--- config.mk ---
export PLATFORM = sky130hd
export DESIGN_NAME = i2c_target
export DESIGN_NICKNAME = d
export VERILOG_FILES = /design/src/rtl/i2c_target.sv
export SDC_FILE = /design/constraint.sdc
export NUM_CORES = 1
export LEC_CHECK = 0
export ABC_AREA = 1
export BUFFER_PORTS_ARGS = -buffer_cell sky130_fd_sc_hd__buf_2
export CORE_UTILIZATION = 40
export DETAILED_ROUTE_END_ITERATION = 10
export PLACE_DENSITY = 0.57
export SLEW_MARGIN = 0
export SYNTH_ARGS = -nofsm -noshare
export SYNTH_HDL_FRONTEND = slang
export SYNTH_SLANG_ARGS = --single-unit
--- constraint.sdc ---
create_clock -name I_CLK -period 1.8 [get_ports I_CLK]
set_input_delay 0.36 -clock I_CLK [delete_from_list [all_inputs] [get_ports I_CLK]]
set_output_delay 0.36 -clock I_CLK [all_outputs]
set_load 0.05 [all_outputs]
--- src/rtl/i2c_target.sv ---
// i2c_target: single-address I2C target (responder), standard/fast mode, no
// clock stretching. SCL/SDA are sampled through a synchronizer. SDA is only
// ever pulled low through O_SDA_T; the bus wrapper owns the open-drain pad.
//
// Ports:
//   I_CLK       system clock, rising edge
//   I_NRESET    asynchronous active-low reset
//   I_SCL/I_SDA bus lines as read back from the pads
//   O_SDA_T     SDA tri-state control (1 = release, 0 = pull low)
//   I_TX_DATA   next read byte, sampled when a read byte is loaded
//   O_TX_REQ    one-cycle pulse after I_TX_DATA was loaded
//   O_RX_DATA   last byte written by the controller (held)
//   O_RX_VALID  one-cycle pulse when O_RX_DATA updates
//   O_BUSY      high from address ACK until STOP / repeated START / read NACK
module i2c_target #(
  parameter logic [6:0] P_ADDRESS     = 7'h42,
  parameter int         P_SYNC_STAGES = 2
) (
  input  logic       I_CLK,
  input  logic       I_NRESET,
  input  logic       I_SCL,
  input  logic       I_SDA,
  output logic       O_SDA_T,
  input  logic [7:0] I_TX_DATA,
  output logic       O_TX_REQ,
  output logic [7:0] O_RX_DATA,
  output logic       O_RX_VALID,
  output logic       O_BUSY
);

  typedef enum logic [2:0] {
    S_IDLE, S_ADDR, S_ADDR_ACK, S_WRITE, S_WRITE_ACK, S_READ, S_READ_ACK, S_IGNORE
  } state_t;

  // ---------------------------------------------------------------------------
  // Input conditioning. Bus events are registered once more after the edge
  // compare so that every FSM action lands exactly S+2 cycles after the pin.
  // ---------------------------------------------------------------------------
  logic [P_SYNC_STAGES-1:0] scl_sync, sda_sync;
  logic scl_s, sda_s, scl_h, sda_h;
  logic ev_rise, ev_fall, ev_start, ev_stop, sda_lvl;

  assign scl_s = scl_sync[P_SYNC_STAGES-1];
  assign sda_s = sda_sync[P_SYNC_STAGES-1];

  always_ff @(posedge I_CLK or negedge I_NRESET) begin
    if (!I_NRESET) begin
      scl_sync <= '1;
      sda_sync <= '1;
      scl_h    <= 1'b1;
      sda_h    <= 1'b1;
      ev_rise  <= 1'b0;
      ev_fall  <= 1'b0;
      ev_start <= 1'b0;
      ev_stop  <= 1'b0;
      sda_lvl  <= 1'b1;
    end else begin
      scl_sync <= {scl_sync[P_SYNC_STAGES-2:0], I_SCL};
      sda_sync <= {sda_sync[P_SYNC_STAGES-2:0], I_SDA};
      scl_h    <= scl_s;
      sda_h    <= sda_s;
      ev_rise  <= scl_s & ~scl_h;
      ev_fall  <= ~scl_s & scl_h;
      ev_start <= scl_s & scl_h & sda_h & ~sda_s;
      ev_stop  <= scl_s & scl_h & ~sda_h & sda_s;
      sda_lvl  <= sda_s;
    end
  end

  // ---------------------------------------------------------------------------
  // Protocol FSM
  // ---------------------------------------------------------------------------
  state_t     state, state_n;
  logic [2:0] cnt, cnt_n;        // bit index within the byte
  logic       done, done_n;      // 8 bits seen, ninth (ACK) clock pending
  logic       rw, rw_n;
  logic [7:0] shreg, shreg_n;
  logic       sda_t, sda_t_n;
  logic       busy, busy_n;
  logic [7:0] rx_data, rx_data_n;
  logic       rx_pend, rx_pend_n;
  logic       rx_valid, rx_valid_n;
  logic       tx_req, tx_req_n;

  always_ff @(posedge I_CLK or negedge I_NRESET) begin
    if (!I_NRESET) begin
      state    <= S_IDLE;
      cnt      <= 3'd0;
      done     <= 1'b0;
      rw       <= 1'b0;
      shreg    <= 8'h00;
      sda_t    <= 1'b1;
      busy     <= 1'b0;
      rx_data  <= 8'h00;
      rx_pend  <= 1'b0;
      rx_valid <= 1'b0;
      tx_req   <= 1'b0;
    end else begin
      state    <= state_n;
      cnt      <= cnt_n;
      done     <= done_n;
      rw       <= rw_n;
      shreg    <= shreg_n;
      sda_t    <= sda_t_n;
      busy     <= busy_n;
      rx_data  <= rx_data_n;
      rx_pend  <= rx_pend_n;
      rx_valid <= rx_valid_n;
      tx_req   <= tx_req_n;
    end
  end

  always_comb begin
    state_n    = state;
    cnt_n      = cnt;
    done_n     = done;
    rw_n       = rw;
    shreg_n    = shreg;
    sda_t_n    = sda_t;
    busy_n     = busy;
    rx_data_n  = rx_data;
    rx_pend_n  = 1'b0;
    rx_valid_n = rx_pend;
    tx_req_n   = 1'b0;

    // STOP / START win over any data event in the same cycle.
    if (ev_stop || ev_start) begin
      state_n = ev_stop ? S_IDLE : S_ADDR;
      cnt_n   = 3'd0;
      done_n  = 1'b0;
      sda_t_n = 1'b1;
      busy_n  = 1'b0;
    end else begin
      unique case (state)
        S_ADDR: begin
          if (ev_rise && !done) begin
            shreg_n = {shreg[6:0], sda_lvl};
            cnt_n   = cnt + 3'd1;
            if (cnt == 3'd7) done_n = 1'b1;
          end else if (ev_fall && done) begin
            done_n = 1'b0;
            rw_n   = shreg[0];
            if (shreg[7:1] == P_ADDRESS) begin
              state_n = S_ADDR_ACK;
              sda_t_n = 1'b0;
              busy_n  = 1'b1;
            end else begin
              state_n = S_IGNORE;
            end
          end
        end
        S_ADDR_ACK: begin
          if (ev_fall) begin
            if (rw) begin
              shreg_n  = I_TX_DATA;
              sda_t_n  = I_TX_DATA[7];
              tx_req_n = 1'b1;
              cnt_n    = 3'd0;
              state_n  = S_READ;
            end else begin
              sda_t_n = 1'b1;
              state_n = S_WRITE;
            end
          end
        end
        S_WRITE: begin
          if (ev_rise && !done) begin
            shreg_n = {shreg[6:0], sda_lvl};
            cnt_n   = cnt + 3'd1;
            if (cnt == 3'd7) begin
              done_n    = 1'b1;
              rx_data_n = {shreg[6:0], sda_lvl};
              rx_pend_n = 1'b1;
            end
          end else if (ev_fall && done) begin
            done_n  = 1'b0;
            sda_t_n = 1'b0;
            state_n = S_WRITE_ACK;
          end
        end
        S_WRITE_ACK: begin
          if (ev_fall) begin
            sda_t_n = 1'b1;
            state_n = S_WRITE;
          end
        end
        S_READ: begin
          // Bit 7 went out at load; each fall shifts the next bit out, and
          // the fall after bit 0 hands SDA back for the controller's ACK.
          if (ev_fall) begin
            if (cnt == 3'd7) begin
              sda_t_n = 1'b1;
              state_n = S_READ_ACK;
            end else begin
              cnt_n   = cnt + 3'd1;
              sda_t_n = shreg[6];
              shreg_n = {shreg[6:0], 1'b0};
            end
          end
        end
        S_READ_ACK: begin
          if (ev_rise && !done) begin
            if (sda_lvl) begin
              busy_n  = 1'b0;
              state_n = S_IGNORE;
            end else begin
              done_n = 1'b1;
            end
          end else if (ev_fall && done) begin
            done_n   = 1'b0;
            shreg_n  = I_TX_DATA;
            sda_t_n  = I_TX_DATA[7];
            tx_req_n = 1'b1;
            cnt_n    = 3'd0;
            state_n  = S_READ;
          end
        end
        default: ;  // S_IDLE, S_IGNORE: only bus conditions matter
      endcase
    end
  end

  // A START/STOP releases SDA in the very cycle it is detected, ahead of the
  // registered control catching up on the next edge.
  assign O_SDA_T    = sda_t | ev_start | ev_stop;
  assign O_TX_REQ   = tx_req;
  assign O_RX_DATA  = rx_data;
  assign O_RX_VALID = rx_valid;
  assign O_BUSY     = busy;

endmodule

After elaboration in Yosys (flattened, before gate mapping)
Cells that the tools add are included.

Bits of input ports: 12. RAM bits: 0. Word-level logic and storage cells: 159. Memory bits (read-only): 0. Memories kept: 0. Bits in latches: 0. Register bits after elaboration: 39. Output and inout bits: 12.

Shift operators: 0. Magnitude comparators: 0. Add/subtract/negate cells: 1. Equal/unequal tests: 35. Bitwise operators: 15. Multiply operators: 0. Divide/modulo/power cells: 0. Multiplexer cells: 71. Reductions and logical operators: 18.

Operators with widths (count): $mux 3 (22); $mux 8 (7); $ne 3x3->1 const B (15); $mux 1 (35); $pmux 8 s4 (1); $reduce_and 11->1 (2); $pmux 3 s6 (1); $eq 3x3->1 const B (4); $ne 2x2->1 const B (6); $ne 4x4->1 const B (3); $pmux 3 s4 (1); $reduce_and 9->1 (1); $reduce_and 4->1 (2); $reduce_and 8->1 (1); $and 1x1->1 (7); $eq 7x7->1 const B (1); $reduce_bool 7->1 (1); $eq 3x2->1 const B (2); $not 1->1 (6); $pmux 1 s2 (3); $pmux 1 s6 (1); $reduce_and 6->1 (1); $reduce_bool 3->1 (2); $reduce_bool 5->1 (1); 12 further kinds (14).

Depth between registers and ports, before layout
Word-level depth: 6. Depth in mapped cells: 11. Mapped depth without buffers: 11.

Worst setup path after synthesis
Ideal clock, no wire load.

Path kind: reg2reg. From: reg cnt[0]. To: reg shreg[0]. Stages on the path, launching flop included: 9. Path slack: 323 ps. Clock period less this slack: 1477 ps. Setup time: 117 ps. Path buffers: 0. Required time: 1683 ps. Arrival: 1360 ps. Path through: dfrtp_1 > ha_1 > ha_1 > inv_1 > o21ai_1 > nor2_4 > nand3_4 > nand2_1 > nand2_1.

Word-level cells in the longest chain between the ends: 3.

Ends and longest elaborated chain: start: declaration (RTL line 74) `logic [2:0] cnt, cnt_n;`; start signal: assignment (RTL line 100) `cnt <= cnt_n;`; $eq 3x3->1 (RTL line 191) `if (cnt == 3'd7) begin`; $ne 2x2->1 (no line); $reduce_and 9->1 (no line); end signal: assignment (RTL line 103) `shreg <= shreg_n;`; end: declaration (RTL line 77) `logic [7:0] shreg, shreg_n;`.

Every way passes these cells. A chain may end at the register's enable or synchronous reset.

Worst setup path in the final report
From: reg ev_stop. To: out O_SDA_T.

Word-level cells in the longest chain between the ends: 1.

Ends and longest elaborated chain: start: declaration (RTL line 41) `logic ev_rise, ev_fall, ev_start, ev_stop, sda_lvl;`; start signal: assignment (RTL line 65) `ev_stop <= scl_s & scl_h & ~sda_h & sda_s;`; $or 1x1->1 (RTL line 225) `assign O_SDA_T = sda_t | ev_start | ev_stop;`; end: declaration (RTL line 23) `output logic O_SDA_T,`.

Every way passes these cells.

==> flow_summary.json <==
{
  "worstSkewPairLatency_ns": 0.30,
  "arrival_ns": 1.32,
  "hold_path_class": "primary input to asynchronous set/reset pin",
  "synth_top_area_share_pct": 36.10,
  "final_area_sq_um": 2605,
  "nFillCells": 542,
  "dp_hpwl_um": 3825,
  "setup_viol": 0,
  "ys_ff_latch": 39,
  "fin_crit_sh_pct": 93.43,
  "p_leak_nw": 1.393,
  "tightestPinTransition_ns": 0.4819,
  "initial_core_util_pct": 42.36,
  "root_buffer": "clkbuf_8",
  "synth_top_cell_by_area": "dfrtp_1",
  "p_seq_share_pct": 29.4,
  "dr.pass1.iters": 4,
  "relSlewSlack_pct": 67.88,
  "crit_type": "register to output port",
  "antennaDiodeCount": 0,
  "cts_made_buffers": 5,
  "rows": 26,
  "post_dp_cell_area_sq_um": 2454,
  "cp_slowest_cell": "dfrtp_1",
  "powerDensity_nw_per_um2": 1679,
  "p_int_w": 0.002315,
  "fin_total_pwr_w": 0.004374,
  "die_x_um": 76.47,
  "synth.area.top_cells": "dfrtp_1, nand2_1, dfstp_2",
  "critPathTopFamily": "flip-flops",
  "ff2ff_setup_slack_ns": 0.16,
  "tns_ns": 0,
  "fin_skew_ns": 0.008548,
  "ir_drop_v": 0.0005771,
  "grt_overflow": 0,
  "async_flop_share_pct": 100.0,
  "final_nets": 332,
  "grt_max_degree": 21,
  "p_sw_share_pct": 47.07,
  "io_buffers": 23,
  "cp.depth": 4,
  "clock_path_buffers": 2,
  "grt_pass1_vias": 1792,
  "drc": 0,
  "drive_above_1_share_pct": 27.04,
  "critPathMaxStageDelay_ns": 0.43,
  "synthFlopType": "dfrtp_1",
  "p_clk_share_pct": 18.1,
  "rsz0062_at_grt": "no",
  "power_frac_comb_pct": 52.6,
  "cts_tree": "done",
  "ys_top_cells_by_count": "nand2_1, dfrtp_1, nor2_1, inv_1",
  "drtAntennaViolNets": 0,
  "io_pins": 24,
  "hold_violations": 0,
  "syn_nets": 297,
  "place.gp.congestion": 0.8602,
  "rr_endpoint": "shreg[0]",
  "die_area_sq_um": 5848,
  "via_per_inst": 4.894,
  "post-route-util_pct": 49.74,
  "fin_crit_ns": 1.682,
  "rr_startpoint": "cnt[0]",
  "end_kind": "output port",
  "netlist_instances": 282,
  "clock.fmax_mhz": 594.6,
  "synth.avg_cell_area_sq_um": 7.867,
  "path_clk_slew_ns": 0.08,
  "crit_path_start_kind": "register",
  "switchingPower_w": 0.002059,
  "synth-edff-count": 0,
  "totalWireLength_um": 5095,
  "ys_warn_count": 0,
  "worst-path-buf-inv": 2,
  "grt_usage_pct": 19.64,
  "vias": 1899,
  "die_h_um": 76.47,
  "clock-sinks": 39,
  "area_growth_pct": 17.43,
  "cp.required_ns": 1.44,
  "synth.distinct_cells": 32,
  "grt_pass1_wl_um": 8776,
  "r2r_cells": 8,
  "avgRoutedWirePerCell_um": 13.13,
  "antenna_found_initial": 0,
  "core_sq_um": 5238,
  "h-tree-depth": 2,
  "cap_viol_max_count": 0,
  "maxSlewViolCount": 0,
  "ys_seq_area_share_pct": 44.39,
  "yosysMostFrequentCell": "nand2_1",
  "cp_cell_sequence": "nor2_4 -> buf_6 -> nand2_1 -> buf_2",
  "path_max_fanout": 10,
  "mappedNetlistArea_sq_um": 2218,
  "status": "complete, no violations",
  "drt_iter0_drc": 111
}
[how the worst max path moves through the flow]
stage,from,endpoint,slack (ns)
2_1_floorplan,cnt[0],shreg[0],0.32
3_3_place_gp,state[2],cnt[0],0.17
3_5_place_dp,cnt[0],shreg[6],0.14
4_1_cts,ev_stop,O_SDA_T,0.02
5_1_grt,cnt[0],shreg[5],0.004
6_report,ev_stop,O_SDA_T,0.12
[cell type report]
class | instances | area, sq um | area share (%)
clock buffers | 6 | 82.58 | 3.170
clock inverters | 2 | 38.79 | 1.489
inverters | 34 | 136.4 | 5.235
multi-input cells | 204 | 1067 | 40.97
flip-flops and latches | 39 | 985.9 | 37.85
well taps | 70 | 87.58 | 3.362
repair buffers | 33 | 206.4 | 7.925
[per-stage QoR]
stage / hold slack, ns / std cells / setup slack [ns]
floorplan: 0.06441 / 282 / 0.3228
global placement: 0.3329 / 378 / 0.1699
detailed placement: 0.3450 / 378 / 0.1393
CTS: 0.02424 / 386 / 0.02375
global route: 0.03529 / 388 / 0.004106
finish: 0.008712 / 388 / 0.1182
[repair_timing]
| action | in CTS | in global routing |
|---|---|---|
| cloned | 0 | 0 |
| gates resized for setup | 1 | 4 |
| pin swaps | 0 | 2 |
| endpoints found under the setup margin | 1 | 8 |
| setup buffers | 0 | 2 |
| hold buffers | 0 | 0 |
[layer usage]
metal	vias up	wire (um)	track usage [%]	part of all wire, %
met5	-	0	0	0
met4	0	97	9.038	1.9
met3	8	254	4.790	5.0
met2	61	2365	30.90	46
met1	859	2378	25.40	47
li1	971	-	-	-
[worst register-to-register path, stage by stage (launching register included)]
cell and delay, ns:
dfrtp_1 0.41, ha_2 0.20, ha_1 0.17, inv_1 0.10
o21ai_1 0.12, nor2_4 0.25, nand3_4 0.15, nand2_1 0.09
nand2_1 0.05
[flip-flops by register name (all words and copies together) (netlist names)]
| name | cells |
|---|---|
| O_BUSY | 1 |
| O_RX_DATA | 8 |
| O_RX_VALID | 1 |
| O_TX_REQ | 1 |
| cnt | 3 |
| done | 1 |
| ev_fall | 1 |
| ev_rise | 1 |
| ev_start | 1 |
| ev_stop | 1 |
| rw | 1 |
| rx_pend | 1 |
| scl_h | 1 |
| scl_sync | 2 |
| sda_lvl | 1 |
| sda_sync | 2 |
| sda_t | 1 |
| shreg | 8 |
| state | 3 |
[kinds of logic (layout without fill, tap and decap cells)]
family          Yosys count  count (layout)  share of synthesized area (%)
compound gates           36              36                          10.04
fa+ha+maj                 3               3                          1.692
buf+inv                  39              75                          7.953
flops                    39              39                          44.39
simple gates            165             165                          35.93
[placed cells by master, fill, tap and decap left out, drive strengths merged]
cell type	count
bufinv	1
nand4	12
dfrtp	32
nand3	14
a31oi	1
dfstp	7
o21ai	26
ha	3
inv	34
clkbuf	6
clkinv	1
nor4	1
buf	33
nor3	3
nor2	37
a21oi	9
nand2	98
[power groups by stage]
| stage | combinational, W | sequential, W | clock, W |
|---|---|---|---|
| 6_report | 0.00230 | 0.00128 | 0.000790 |
| 5_1_grt | 0.00261 | 0.00130 | 0.000860 |
| 4_1_cts | 0.00229 | 0.00128 | 0.000814 |
| 3_5_place_dp | 0.00227 | 0.00129 | 0 |
| 3_3_place_gp | 0.00228 | 0.00129 | 0 |
| 2_1_floorplan | 0.00181 | 0.00127 | 0 |
Note: power is estimated with default switching activity, not from simulation.
